$ cat src/rtl/lfsr_pkg.sv
// Shared types and constants for the LFSR digit-sequence generator.
// Holds the FSM state encoding, default tap masks and the index-width helper.
package lfsr_pkg;

    typedef enum logic [1:0] {
        ST_IDLE = 2'd0,
        ST_LOAD = 2'd1,
        ST_STEP = 2'd2,
        ST_DONE = 2'd3
    } state_t;

    // Default feedback masks for fb = ^(r & TAPS) with a right-shifting register.
    localparam logic [3:0] TAPS_4 = 4'hD;
    localparam logic [7:0] TAPS_8 = 8'hB8;

    function automatic int idx_w(input int n);
        return (n > 1) ? $clog2(n) : 1;
    endfunction

endpackage

$ cat src/rtl/lfsr_seq_gen_if.sv
// Bus between the game FSM / display logic and the sequence generator.
// Handshake: start is sampled only while idle; busy is high from load until done; done pulses one cycle.
interface lfsr_seq_gen_if #(
    parameter int LFSR_W     = 4,
    parameter int DIGIT_W    = 4,
    parameter int NUM_DIGITS = 4,
    parameter int IDX_W      = lfsr_pkg::idx_w(NUM_DIGITS)
);

    logic                          start;
    logic [LFSR_W-1:0]             seed;
    logic                          busy;
    logic                          done;
    logic                          seq_valid;
    logic [NUM_DIGITS*DIGIT_W-1:0] seq_flat;
    logic [IDX_W-1:0]              rd_idx;
    logic [DIGIT_W-1:0]            rd_digit;
    lfsr_pkg::state_t              state_dbg;
    logic [LFSR_W-1:0]             lfsr_dbg;

    modport master (
        output start, seed, rd_idx,
        input  busy, done, seq_valid, seq_flat, rd_digit, state_dbg, lfsr_dbg
    );

    modport slave (
        input  start, seed, rd_idx,
        output busy, done, seq_valid, seq_flat, rd_digit, state_dbg, lfsr_dbg
    );

endinterface

$ cat src/rtl/lfsr_seq_gen_core.sv
// Fibonacci-style LFSR register: shifts right, feedback enters at the MSB.
// load has priority over step; r_next is the value the register takes on a step.
module lfsr_core #(
    parameter int                LFSR_W = 4,
    parameter logic [LFSR_W-1:0] TAPS   = LFSR_W'(lfsr_pkg::TAPS_4)
) (
    input  logic              clk,
    input  logic              reset,
    input  logic              load,
    input  logic [LFSR_W-1:0] load_val,
    input  logic              step,
    output logic [LFSR_W-1:0] r_next,
    output logic [LFSR_W-1:0] r
);

    logic [LFSR_W-1:0] r_q, r_d;

    assign r_next = {^(r_q & TAPS), r_q[LFSR_W-1:1]};
    assign r      = r_q;

    always_comb begin
        r_d = r_q;
        if (load) begin
            r_d = load_val;
        end else if (step) begin
            r_d = r_next;
        end
    end

    always_ff @(posedge clk or negedge reset) begin
        if (!reset) begin
            r_q <= '0;
        end else begin
            r_q <= r_d;
        end
    end

endmodule

$ cat src/rtl/lfsr_seq_gen.sv
// Pseudo-random digit-sequence generator: rejection-samples LFSR output into NUM_DIGITS digits.
// Define LFSR_SEQ_NO_REPEAT_EN to also reject a digit equal to the previously accepted one.
module lfsr_seq_gen
    import lfsr_pkg::*;
#(
    parameter int                LFSR_W     = 4,
    parameter logic [LFSR_W-1:0] TAPS       = LFSR_W'(TAPS_4),
    parameter int                DIGIT_W    = 4,
    parameter int                NUM_DIGITS = 4,
    parameter int                MAX_DIGIT  = 15
) (
    input  logic          clk,
    input  logic          reset,
    lfsr_seq_gen_if.slave bus
);

    localparam int CNT_W  = $clog2(NUM_DIGITS + 1);
    localparam int FLAT_W = NUM_DIGITS * DIGIT_W;

    state_t              state_q, state_d;
    logic [LFSR_W-1:0]   seed_q, seed_d;
    logic [CNT_W-1:0]    count_q, count_d;
    logic [FLAT_W-1:0]   flat_q, flat_d;
    logic                seq_valid_q, seq_valid_d;
    logic                load, step, accept, repeat_ok;
    logic [LFSR_W-1:0]   r_next, r;
    logic [DIGIT_W-1:0]  cand;
    int                  wr_i, rd_i;
    logic                rd_in_range;

    lfsr_core #(
        .LFSR_W (LFSR_W),
        .TAPS   (TAPS)
    ) u_core (
        .clk      (clk),
        .reset    (reset),
        .load     (load),
        .load_val (seed_q),
        .step     (step),
        .r_next   (r_next),
        .r        (r)
    );

    assign cand = r_next[DIGIT_W-1:0];
    assign wr_i = int'(count_q);

`ifdef LFSR_SEQ_NO_REPEAT_EN
    int                 prev_i;
    logic [DIGIT_W-1:0] prev_digit;
    assign prev_i     = (wr_i > 0) ? wr_i - 1 : 0;
    assign prev_digit = flat_q[prev_i*DIGIT_W +: DIGIT_W];
    assign repeat_ok  = (count_q == '0) || (cand != prev_digit);
`else
    assign repeat_ok = 1'b1;
`endif

    assign accept = (state_q == ST_STEP) && (int'(cand) <= MAX_DIGIT) && repeat_ok;

    always_comb begin
        state_d     = state_q;
        seed_d      = seed_q;
        count_d     = count_q;
        flat_d      = flat_q;
        seq_valid_d = seq_valid_q;
        load        = 1'b0;
        step        = 1'b0;
        unique case (state_q)
            ST_IDLE: begin
                if (bus.start) begin
                    // An all-zero seed would lock the LFSR at zero forever.
                    seed_d      = (bus.seed == '0) ? LFSR_W'(1) : bus.seed;
                    seq_valid_d = 1'b0;
                    state_d     = ST_LOAD;
                end
            end
            ST_LOAD: begin
                load    = 1'b1;
                count_d = '0;
                state_d = ST_STEP;
            end
            ST_STEP: begin
                step = 1'b1;
                if (accept) begin
                    flat_d[wr_i*DIGIT_W +: DIGIT_W] = cand;
                    count_d = count_q + CNT_W'(1);
                    if (count_q == CNT_W'(NUM_DIGITS - 1)) begin
                        seq_valid_d = 1'b1;
                        state_d     = ST_DONE;
                    end
                end
            end
            ST_DONE: begin
                state_d = ST_IDLE;
            end
            default: begin
                state_d = ST_IDLE;
            end
        endcase
    end

    always_ff @(posedge clk or negedge reset) begin
        if (!reset) begin
            state_q     <= ST_IDLE;
            seed_q      <= '0;
            count_q     <= '0;
            flat_q      <= '0;
            seq_valid_q <= 1'b0;
        end else begin
            state_q     <= state_d;
            seed_q      <= seed_d;
            count_q     <= count_d;
            flat_q      <= flat_d;
            seq_valid_q <= seq_valid_d;
        end
    end

    // Out-of-range read indices return zero rather than aliasing into a stored digit.
    assign rd_in_range   = int'(bus.rd_idx) < NUM_DIGITS;
    assign rd_i          = rd_in_range ? int'(bus.rd_idx) : 0;
    assign bus.rd_digit  = rd_in_range ? flat_q[rd_i*DIGIT_W +: DIGIT_W] : '0;

    assign bus.busy      = (state_q != ST_IDLE);
    assign bus.done      = (state_q == ST_DONE);
    assign bus.seq_valid = seq_valid_q;
    assign bus.seq_flat  = flat_q;
    assign bus.state_dbg = state_q;
    assign bus.lfsr_dbg  = r;

endmodule

$ cat src/flat_wrapper.sv
// flat-port wrapper written by rule: the top's interface ports become plain ports
module lfsr_seq_gen_flat import lfsr_pkg::*;
#(
    parameter int                LFSR_W     = 4,
    parameter logic [LFSR_W-1:0] TAPS       = LFSR_W'(TAPS_4),
    parameter int                DIGIT_W    = 4,
    parameter int                NUM_DIGITS = 4,
    parameter int                MAX_DIGIT  = 15
)
  (clk, reset, bus_start, bus_seed, bus_rd_idx, bus_busy, bus_done, bus_seq_valid, bus_seq_flat, bus_rd_digit, bus_state_dbg, bus_lfsr_dbg);
  lfsr_seq_gen_if #(.LFSR_W(LFSR_W), .DIGIT_W(DIGIT_W), .NUM_DIGITS(NUM_DIGITS)) bus_i ();
  input  logic clk;
  input  logic reset;
  input wire logic [$bits(bus_i.start)-1:0] bus_start;
  input wire logic [$bits(bus_i.seed)-1:0] bus_seed;
  input wire logic [$bits(bus_i.rd_idx)-1:0] bus_rd_idx;
  output wire logic [$bits(bus_i.busy)-1:0] bus_busy;
  output wire logic [$bits(bus_i.done)-1:0] bus_done;
  output wire logic [$bits(bus_i.seq_valid)-1:0] bus_seq_valid;
  output wire logic [$bits(bus_i.seq_flat)-1:0] bus_seq_flat;
  output wire logic [$bits(bus_i.rd_digit)-1:0] bus_rd_digit;
  output wire logic [$bits(bus_i.state_dbg)-1:0] bus_state_dbg;
  output wire logic [$bits(bus_i.lfsr_dbg)-1:0] bus_lfsr_dbg;
  assign bus_i.start = bus_start;
  assign bus_i.seed = bus_seed;
  assign bus_i.rd_idx = bus_rd_idx;
  assign bus_busy = bus_i.busy;
  assign bus_done = bus_i.done;
  assign bus_seq_valid = bus_i.seq_valid;
  assign bus_seq_flat = bus_i.seq_flat;
  assign bus_rd_digit = bus_i.rd_digit;
  assign bus_state_dbg = bus_i.state_dbg;
  assign bus_lfsr_dbg = bus_i.lfsr_dbg;
  lfsr_seq_gen #(.LFSR_W(LFSR_W), .TAPS(TAPS), .DIGIT_W(DIGIT_W), .NUM_DIGITS(NUM_DIGITS), .MAX_DIGIT(MAX_DIGIT)) u_core (.clk(clk), .reset(reset), .bus(bus_i));
endmodule
$ cat config.mk
export PLATFORM = sky130hd
export DESIGN_NAME = lfsr_seq_gen_flat
export DESIGN_NICKNAME = d
export VERILOG_FILES = /design/src/rtl/lfsr_pkg.sv /design/src/rtl/lfsr_seq_gen_if.sv /design/src/rtl/lfsr_seq_gen_core.sv /design/src/rtl/lfsr_seq_gen.sv /design/src/flat_wrapper.sv
export SDC_FILE = /design/constraint.sdc
export NUM_CORES = 1
export LEC_CHECK = 0
export CORE_MARGIN = 4
export CORE_UTILIZATION = 48
export DETAILED_ROUTE_END_ITERATION = 8
export HOLD_SLACK_MARGIN = 0.12
export PLACE_DENSITY = 0.83
export SYNTH_ARGS = -nofsm -noshare
export SYNTH_HDL_FRONTEND = slang
export SYNTH_HIERARCHICAL = 1
export SYNTH_SLANG_ARGS = --single-unit
$ cat constraint.sdc
create_clock -name clk -period 1.9 [get_ports clk]
set_input_delay 0.38 -clock clk [delete_from_list [all_inputs] [get_ports clk]]
set_output_delay 0.38 -clock clk [all_outputs]
set_load 0.05 [all_outputs]
; Word level (Yosys, flattened, before mapping)
; Cells that the tools add are included.
[op_classes]
n_mux = 13
reduce_logical = 10
n_lt_le_gt_ge = 0
n_addsub = 2
shift = 3
n_mul = 0
eq_ne = 6
n_bitwise = 0
div = 0
[ops]
columns = cell, n
row1 = 5-bit negation with 33-bit output, 1
row2 = "4-bit by 33-bit variable shift with 16-bit output, first input constant", 1
row3 = 4-bit by 33-bit indexed part select with 16-bit output, 1
row4 = 16-bit bitwise mux, 1
row5 = 16-bit by 5-bit indexed part select with 4-bit output, 1
row6 = 4-bit two-way mux, 3
row7 = 2-bit one-hot mux with 4 select lines, 1
row8 = 2-bit nonzero test, 4
row9 = 3-bit one-hot mux with 2 select lines, 1
row10 = "2-bit equality test, second input constant", 2
row11 = 4-bit logical NOT, 1
row12 = 1-bit two-way mux, 4
row13 = 2-bit two-way mux, 2
row14 = "2-bit != test, second input constant", 2
row15 = 2-bit AND reduction, 2
row16 = 4-bit XOR reduction, 1
row17 = "3-bit by 1-bit adder with 3-bit output, second input constant", 1
row18 = "3-bit by 2-bit equality test with 1-bit output, second input constant", 1
row19 = 3-bit AND reduction, 1
row20 = "2-bit by 1-bit equality test with 1-bit output, second input constant", 1
row21 = 2-bit logical NOT, 1
row22 = 1-bit one-hot mux with 2 select lines, 1
[totals]
mem_bits_rw = 0
n_memories = 0
latchBits = 0
reg_bits = 30
word_cells = 40
romBits = 0

; Logic depth before layout (Yosys ltp)
; Gate-level depths: netlist of run 1.
[depth]
depth_word = 4
depth_mapped = 6

; Cells and area by module
; The synthesis of run 1 kept the hierarchy.
[by_module_without_submodules]
columns = mod, seq_area_each_um2, instances, cells_each, area_per_inst_um2
row1 = lfsr_seq_gen, 650.6, 1, 93, 1278.7
row2 = lfsr_core, 100.1, 1, 24, 225.2

; Least setup slack after synthesis of run 1
; No wires, ideal clock.
[synth_path]
kind = reg2reg
from = register u_core.state_q[0], in the netlist u_core/bus.state_dbg[0]
to = register u_core.flat_q[12], in the netlist u_core/bus.seq_flat[12]
setup_time_ps = 125
setup_slack_ps = -180
path_buffers = 0
path_stages_with_launch = 6
arrival_ps = 1955
cell_sequence = dfrtp_1 > inv_1 > ha_1 > nand2_2 > nor4b_4 > mux2_2
[synth_between]
elab_chain_cells = 1
[synth_lines]
columns = element, line
row1 = from (decl), lfsr_seq_gen.sv:20  ; state_t state_q, state_d;
row2 = from (signal assigned), lfsr_seq_gen.sv:109  ; state_q <= state_d;
row3 = 2-bit equality test, lfsr_seq_gen.sv:57  ; assign accept = (state_q == ST_STEP) && (int'(cand) <= MAX_DIGIT) && repeat_ok;
row4 = named net u_core.accept, lfsr_seq_gen.sv:25  ; logic load, step, accept, repeat_ok;
row5 = to (signal assigned), lfsr_seq_gen.sv:112  ; flat_q <= flat_d;
row6 = to (decl), lfsr_seq_gen.sv:23  ; logic [FLAT_W-1:0] flat_q, flat_d;
; The timed path passes the listed nets, and every way through them passes these cells.
; A chain may end at the register's enable or synchronous reset.

; Worst setup path in the final report of run 1
[layout_path]
from = register u_core.count_q[0]
to = register u_core.flat_q[11], in the netlist u_core/bus.seq_flat[11]
[layout_between]
elab_chain_cells = 3
[layout_lines]
columns = element, line
row1 = from (decl), lfsr_seq_gen.sv:22  ; logic [CNT_W-1:0] count_q, count_d;
row2 = from (signal assigned), lfsr_seq_gen.sv:111  ; count_q <= count_d;
row3 = 5-bit negation with 33-bit output *, lfsr_seq_gen.sv:84  ; flat_d[wr_i*DIGIT_W +: DIGIT_W] = cand;
row4 = 4-bit by 33-bit indexed part select with 16-bit output or 4-bit by 33-bit variable shift with 16-bit output (tied branches), lfsr_seq_gen.sv:84
row5 = 16-bit bitwise mux *, lfsr_seq_gen.sv:84
; Every way passes the cells marked *; elsewhere a longest branch is shown, timed or not.

==> results.sh, run 1 <==
export IMPL_clk_insertion_delay_late_ns=0.33
export IMPL_reg2reg_to="u_core/bus.seq_flat[11]$_DFFE_PN0P_"
export IMPL_rsz0062_at_grt="false"
export IMPL_tightest_slew_ns=0.5018
export IMPL_min_period_ns=1.809
export IMPL_avgSynthCellArea_um2=12.85
export IMPL_syn_nets=135
export IMPL_syn_inst=117
export IMPL_core_um2=3028
export IMPL_yosysSeqAreaShare=0.4992
export IMPL_drc=0
export IMPL_antenna_found_initial=0
export IMPL_area_delta_synth_final_pct=34.19
export IMPL_die_x_um=63.98
export IMPL_place_congestion=0.7473
export IMPL_drive_above_1_share=0.3879
export IMPL_synth_edff_count=0
export IMPL_fin_nets=182
export IMPL_cts_tree="done"
export IMPL_htree_levels=2
export IMPL_ios=38
export IMPL_synth_flop_cell="dfrtp_1"
export IMPL_dr_first_iter_drc_count=41
export IMPL_globalRouteTotalUtil=0.1595
export IMPL_netlist_area_um2=1504
export IMPL_die_area_um2=4093
export IMPL_worst_ep_arrival_time_ns=2.03
export IMPL_yosysWarnings=6
export IMPL_viasPerCell=5.196
export IMPL_max_freq_mhz=552.7
export IMPL_fin_crit_sh=0.9523
export IMPL_path_max_fanout=4
export IMPL_hp_class="input port to asynchronous set/reset pin"
export IMPL_cts_made_buffers=5
export IMPL_synthDistinctLibCells=24
export IMPL_n_fill_cell=242
export IMPL_finalPower_mw=3.710
export IMPL_slowest_delay_ns=0.36
export IMPL_ir_worst_vdd_v=0.001563
export IMPL_grt_start_max_net_pins=31
export IMPL_wl_per_cell_um=14.67
export IMPL_ant_nets=0
export IMPL_cts_hold_buf=0
export IMPL_antenna_cells=0
export IMPL_io_buffers=37
export IMPL_ys_ff_latch=30
export IMPL_crit_chain="inv_1 -> ha_2 -> ha_4 -> nand3b_1 -> nor3b_4 -> buf_6 -> mux2_2"
export IMPL_worst_setup_path_end_kind="flop"
export IMPL_clock_sinks=30
export IMPL_r2r_start="u_core/count_q[0]$_DFFE_PN0P_"
export IMPL_clock_path_buffers=2
export IMPL_dpl_hpwl_um=2278
export IMPL_setup_violations=0
export IMPL_totalWireLength_um=3065
export IMPL_cp_start_kind="flop"
export IMPL_hold_viol_final=0
export IMPL_post_route_util=0.6665
export IMPL_grt_overflow_total=0
export IMPL_critical_path_class="flop to flop"
export IMPL_finClkSkew_ns=0.009068
export IMPL_relSlewSlack=0.6668
export IMPL_initial_core_util=0.4967
export IMPL_vias=1086
export IMPL_clkSlewWorstSetupHoldPaths_ns=0.10
export IMPL_cts_root_buf="clkbuf_4"
export IMPL_cap_violations=0
export IMPL_grt_pass1_vias=1133
export IMPL_r2r_setup_slack_ns=0.09
export IMPL_power_leakage_nw=0.9888
export IMPL_grt_pass1_wl_um=5092
export IMPL_async_reset_ff_frac=1.000
export IMPL_die_y_um=63.98
export IMPL_placementRows=20
export IMPL_required_ns=2.12
export IMPL_dr_pass1_iters=4
export IMPL_cpMaxStageDelayCell="dfrtp_1"
export IMPL_status="complete, no violations"
export IMPL_powerDensity_nw_per_um2=1838
export IMPL_path_buf_inv=2
export IMPL_reg2reg_depth=7
export IMPL_final_max_slew_viol_count=0
export IMPL_path_delay_family="adder cells"
## per-stage QoR
step	setup WS, ns	hold slack (ns)	std cells	instance area (um^2)	TNS [ns]
finish	0.09069	0.4244	209	2018	0
floorplan	0.03342	0.08441	117	1509	0
global route	0.02340	0.4502	209	2018	0
global placement	-0.2127	0.4655	199	1912	-0.8471
CTS	-0.002311	0.4333	208	1994	-0.002311
detailed placement	-0.2282	0.4752	199	1912	-0.8969
## metal layers
layer  global-route usage  vias up  routed length (um)
met5                    0        -                   0
met4              0.06739        0                  44
met3              0.05097        5                 227
met2               0.2697       38                1499
met1               0.1846      533                1294
li1                     -      510                   -
## synthesized netlist by cell type, types with 2 or more instances
cell type | number | area share
nand3b_1 | 2 | 0.010
inv_1 | 10 | 0.025
mux2_2 | 20 | 0.15
o21ai_0 | 9 | 0.030
mux4_2 | 4 | 0.060
xnor2_1 | 2 | 0.012
buf_4 | 3 | 0.015
mux2i_1 | 3 | 0.020
ha_1 | 9 | 0.075
a21oi_1 | 3 | 0.010
nor2_1 | 5 | 0.012
nand2_1 | 6 | 0.015
dfrtp_1 | 30 | 0.50
## flip-flops by register name, summed over array words and instances (netlist names)
signal and cells:
u_core/bus.seq_flat 16, u_core/bus.seq_valid 1, u_core/bus.state_dbg 2, u_core/count_q 3, u_core/seed_q 4, u_core/u_core/r 4
## cell type report
class | count | area [um^2] | share of cell area
Multi-Input combinational cell | 74 | 721.9 | 0.3577
Clock buffer | 8 | 78.83 | 0.03906
Tap cell | 44 | 55.05 | 0.02728
Inverter | 10 | 37.54 | 0.01860
Sequential cell | 30 | 753.2 | 0.3732
Timing Repair Buffer | 43 | 371.6 | 0.1841
## what timing repair did
action / CTS / global route
resized for setup: 14 / 8
setup endpoints to repair: 20 / 8
pin swaps: 1 / 1
gates cloned: 0 / 0
setup buffers: 1 / 1
## where the power goes
group	total (mW)	switching, mW	internal [mW]
Sequential	1.09	0.220	0.872
Combinational	2.15	1.33	0.819
Clock	0.467	0.214	0.253
Total	3.71	1.77	1.94
## worst max-delay path by stage
stage	from	end	slack, ns	cells past startpoint
3_3_place_gp	bus_rd_idx[0]	bus_rd_digit[2]	-0.21	3
6_report	u_core/count_q[0]$_DFFE_PN0P_	u_core/bus.seq_flat[11]$_DFFE_PN0P_	0.09	7
5_1_grt	u_core/count_q[0]$_DFFE_PN0P_	u_core/bus.seq_flat[11]$_DFFE_PN0P_	0.02	7
3_5_place_dp	bus_rd_idx[0]	bus_rd_digit[3]	-0.23	3
4_1_cts	u_core/count_q[0]$_DFFE_PN0P_	u_core/bus.seq_flat[10]$_DFFE_PN0P_	-0.002	6
2_1_floorplan	u_core/bus.state_dbg[0]$_DFFE_PN0P_	u_core/bus.seq_flat[12]$_DFFE_PN0P_	0.03	5
## cells by family (layout without fill, tap and decap cells)
logic type / Yosys count / in the layout / share of synthesized area
AO/OA/AOI/OAI: 14 / 14 / 0.05075
AND/OR/NAND/NOR: 22 / 22 / 0.09401
buffers and inverters: 13 / 61 / 0.03994
adder cells (fa/ha/maj): 9 / 9 / 0.07488
multiplexers: 27 / 27 / 0.2296
XOR/XNOR: 2 / 2 / 0.01165
flip-flops: 30 / 30 / 0.4992
## placed cells by master, fill, tap and decap left out
| cell type | count |
|---|---|
| a21oi_1 | 3 |
| a31oi_1 | 1 |
| and2b_1 | 1 |
| buf_12 | 1 |
| buf_4 | 21 |
| buf_6 | 1 |
| clkbuf_2 | 1 |
| clkbuf_4 | 5 |
| clkbuf_8 | 3 |
| clkdlybuf4s50_1 | 6 |
| dfrtp_1 | 28 |
| dfrtp_2 | 2 |
| dlygate4sd2_1 | 12 |
| dlymetal6s2s_1 | 1 |
| ha_1 | 6 |
| ha_2 | 2 |
| ha_4 | 1 |
| inv_1 | 10 |
| mux2_2 | 17 |
| mux2_4 | 3 |
| mux2i_1 | 3 |
| mux4_2 | 4 |
| nand2_1 | 6 |
| nand2_2 | 1 |
| nand3_1 | 1 |
| nand3b_1 | 2 |
| nand4_1 | 1 |
| nor2_1 | 5 |
| nor2b_1 | 1 |
| nor3_1 | 1 |
| nor3b_4 | 1 |
| nor4b_4 | 1 |
| o21ai_0 | 9 |
| o32a_1 | 1 |
| or3_1 | 1 |
| xnor2_1 | 2 |
Power figures use the tool's default switching activity.
==> run 2, diff against run 1 <==
Settings changed: CORE_UTILIZATION 48 to 55, DONT_BUFFER_PORTS set to 1, PLACE_DENSITY 0.83 to 0.75.
==> run 2 against run 1 <==
Critical path depth is the same. Utilization is 8.1 points higher. Hold slack got worse by 0.23 ns. Sequential cell count unchanged. Largest cell class unchanged. Routed wire length grew 9.6%. Clock skew shrank 0.0013 ns.
==> results.sh, run 2 (same netlist as run 1, synthesis figures left out) <==
export IMPL_status="complete, no violations"
export IMPL_crit_chain="inv_1 -> ha_2 -> ha_4 -> nand3b_1 -> nor3b_4 -> buf_6 -> mux2_4"
export IMPL_clock_path_buffers=2
export IMPL_tightest_slew_ns=0.6391
export IMPL_layout_commonest_cell="dfrtp_1"
export IMPL_globalRouteTotalUtil=0.2060
export IMPL_wl_per_cell_um=18.56
export IMPL_ir_worst_vdd_v=0.001539
export IMPL_grt_start_max_net_pins=31
export IMPL_finClkSkew_ns=0.007726
export IMPL_die_x_um=60.29
export IMPL_hold_viol_final=0
export IMPL_r2r_setup_slack_ns=0.08
export IMPL_die_y_um=60.29
export IMPL_dr_pass1_iters=3
export IMPL_power_leakage_nw=0.9048
export IMPL_antenna_found_initial=0
export IMPL_initial_core_util=0.5910
export IMPL_grt_overflow_total=0
export IMPL_drive_above_1_share=0.4503
export IMPL_critical_path_class="flop to flop"
export IMPL_mostFrequentLayoutCells="dfrtp_1 (28), buf_4 (26), mux2_2 (16)"
export IMPL_cpMaxStageDelayCell="dfrtp_1"
export IMPL_dr_first_iter_drc_count=27
export IMPL_detailedPlace_worstSlack_ns=-0.005143
export IMPL_vias=1037
export IMPL_largest_reg_flops=16
export IMPL_dpl_hpwl_um=2476
export IMPL_htree_levels=2
export IMPL_place_congestion=0.7910
export IMPL_min_period_ns=1.819
export IMPL_fin_crit_sh=0.9571
export IMPL_clk_insertion_delay_late_ns=0.33
export IMPL_worst_ep_arrival_time_ns=2.04
export IMPL_cap_violations=0
export IMPL_die_area_um2=3635
export IMPL_cts_root_buf="clkbuf_4"
export IMPL_cp_start_kind="flop"
export IMPL_fin_tns_setup_ns=0
export IMPL_totalWireLength_um=3360
export IMPL_worst_setup_path_end_kind="flop"
export IMPL_slowest_delay_ns=0.37
export IMPL_core_um2=2545
export IMPL_clock_sinks=30
export IMPL_viasPerCell=5.729
export IMPL_clkSlewWorstSetupHoldPaths_ns=0.10
export IMPL_antenna_cells=0
export IMPL_cts_tree="done"
export IMPL_setup_violations=0
export IMPL_final_max_slew_viol_count=0
export IMPL_io_buffers=0
export IMPL_grt_pass1_wl_um=5306
export IMPL_path_max_fanout=4
export IMPL_fin_ws_ns=0.08148
export IMPL_ios=38
export IMPL_powerDensity_nw_per_um2=2044
export IMPL_fin_nets=168
export IMPL_hp_class="input port to flop"
export IMPL_placementRows=18
export IMPL_cts_made_buffers=5
export IMPL_required_ns=2.12
export IMPL_max_freq_mhz=549.9
export IMPL_ant_nets=0
export IMPL_drc=0
export IMPL_grt_pass1_vias=1155
export IMPL_post_route_util=0.7473
export IMPL_relSlewSlack=0.5739
export IMPL_area_delta_synth_final_pct=26.46
run 2: cell types whose count changed in the layout (fill, tap and decap cells not counted), sizes merged:
cell,before,now
dlymetal6s2s,1,0
dlygate4sd3,0,1
clkbuf,9,6
dlygate4sd2,12,0
bufinv,0,2
clkdlybuf4s50,6,0
buf,23,28
run 2: critical path: cells and delay by family (launching register included):
family,cells,cell delay [ns]
simple gates,2,0.34
buf+inv,2,0.21
mux,1,0.30
fa+ha+maj,2,0.49
flops,1,0.37
run 2: worst paths after layout:
check | cells past startpoint | from | end
max reg2reg | 7 | u_core/count_q[0]$_DFFE_PN0P_ | u_core/bus.seq_flat[9]$_DFFE_PN0P_
min | 1 | bus_seed[2] | u_core/seed_q[2]$_DFFE_PN0P_
min in group asynchronous | 2 | reset | u_core/bus.seq_flat[2]$_DFFE_PN0P_
max in group asynchronous | 2 | reset | u_core/bus.state_dbg[0]$_DFFE_PN0P_
min reg2reg | 2 | u_core/seed_q[0]$_DFFE_PN0P_ | u_core/u_core/r[0]$_DFFE_PN0P_
max | 7 | u_core/count_q[0]$_DFFE_PN0P_ | u_core/bus.seq_flat[9]$_DFFE_PN0P_
run 2: final cells by class:
class | instances | area (um^2)
inverter | 10 | 37.54
clock inverter | 2 | 60.06
timing repair buffer | 29 | 236.5
clock buffer | 6 | 51.30
tap | 30 | 37.54
multi-input combinational | 74 | 725.7
sequential | 30 | 753.2
fill | 188 | 643.1
run 2: timing repair:
action / CTS / global route
hold buffers: 2 / 0
endpoints found under the setup margin: 4 / 12
gates resized for setup: 1 / 6
cloned: 0 / 0
endpoints found under the hold margin: 30 / 0
pin swaps: 1 / 1
buffers inserted: 1 / 2
run 2: per-layer routing:
metal,GRT usage,up-vias,routed length [um]
met5,0,-,0
met4,0.08228,0,90
met3,0.07775,8,286
met2,0.3812,41,1790
met1,0.2030,509,1192
li1,-,479,-
run 2: through the flow:
stage	total power [mW]	area [um^2]	hold slack, ns	instances
after global routing	4.101	1902	0.1642	181
after detailed placement	3.107	1704	0.08540	168
after global placement	3.000	1704	0.08518	168
after floorplan	2.622	1509	0.08441	117
final	3.887	1902	0.1894	181
after CTS	3.850	1866	0.1791	179
run 2: where the power goes:
part	internal [mW]	switching, mW	total, mW
clock network	0.446	0.225	0.671
registers	0.870	0.205	1.07
logic	0.766	1.38	2.14
total	2.08	1.81	3.89
==> run 3, diff against run 2 <==
Settings changed: HOLD_SLACK_MARGIN 0.12 to 0.02.
==> results of run 3 <==
No change in the layout: final DEF, timing and power equal those of run 2.
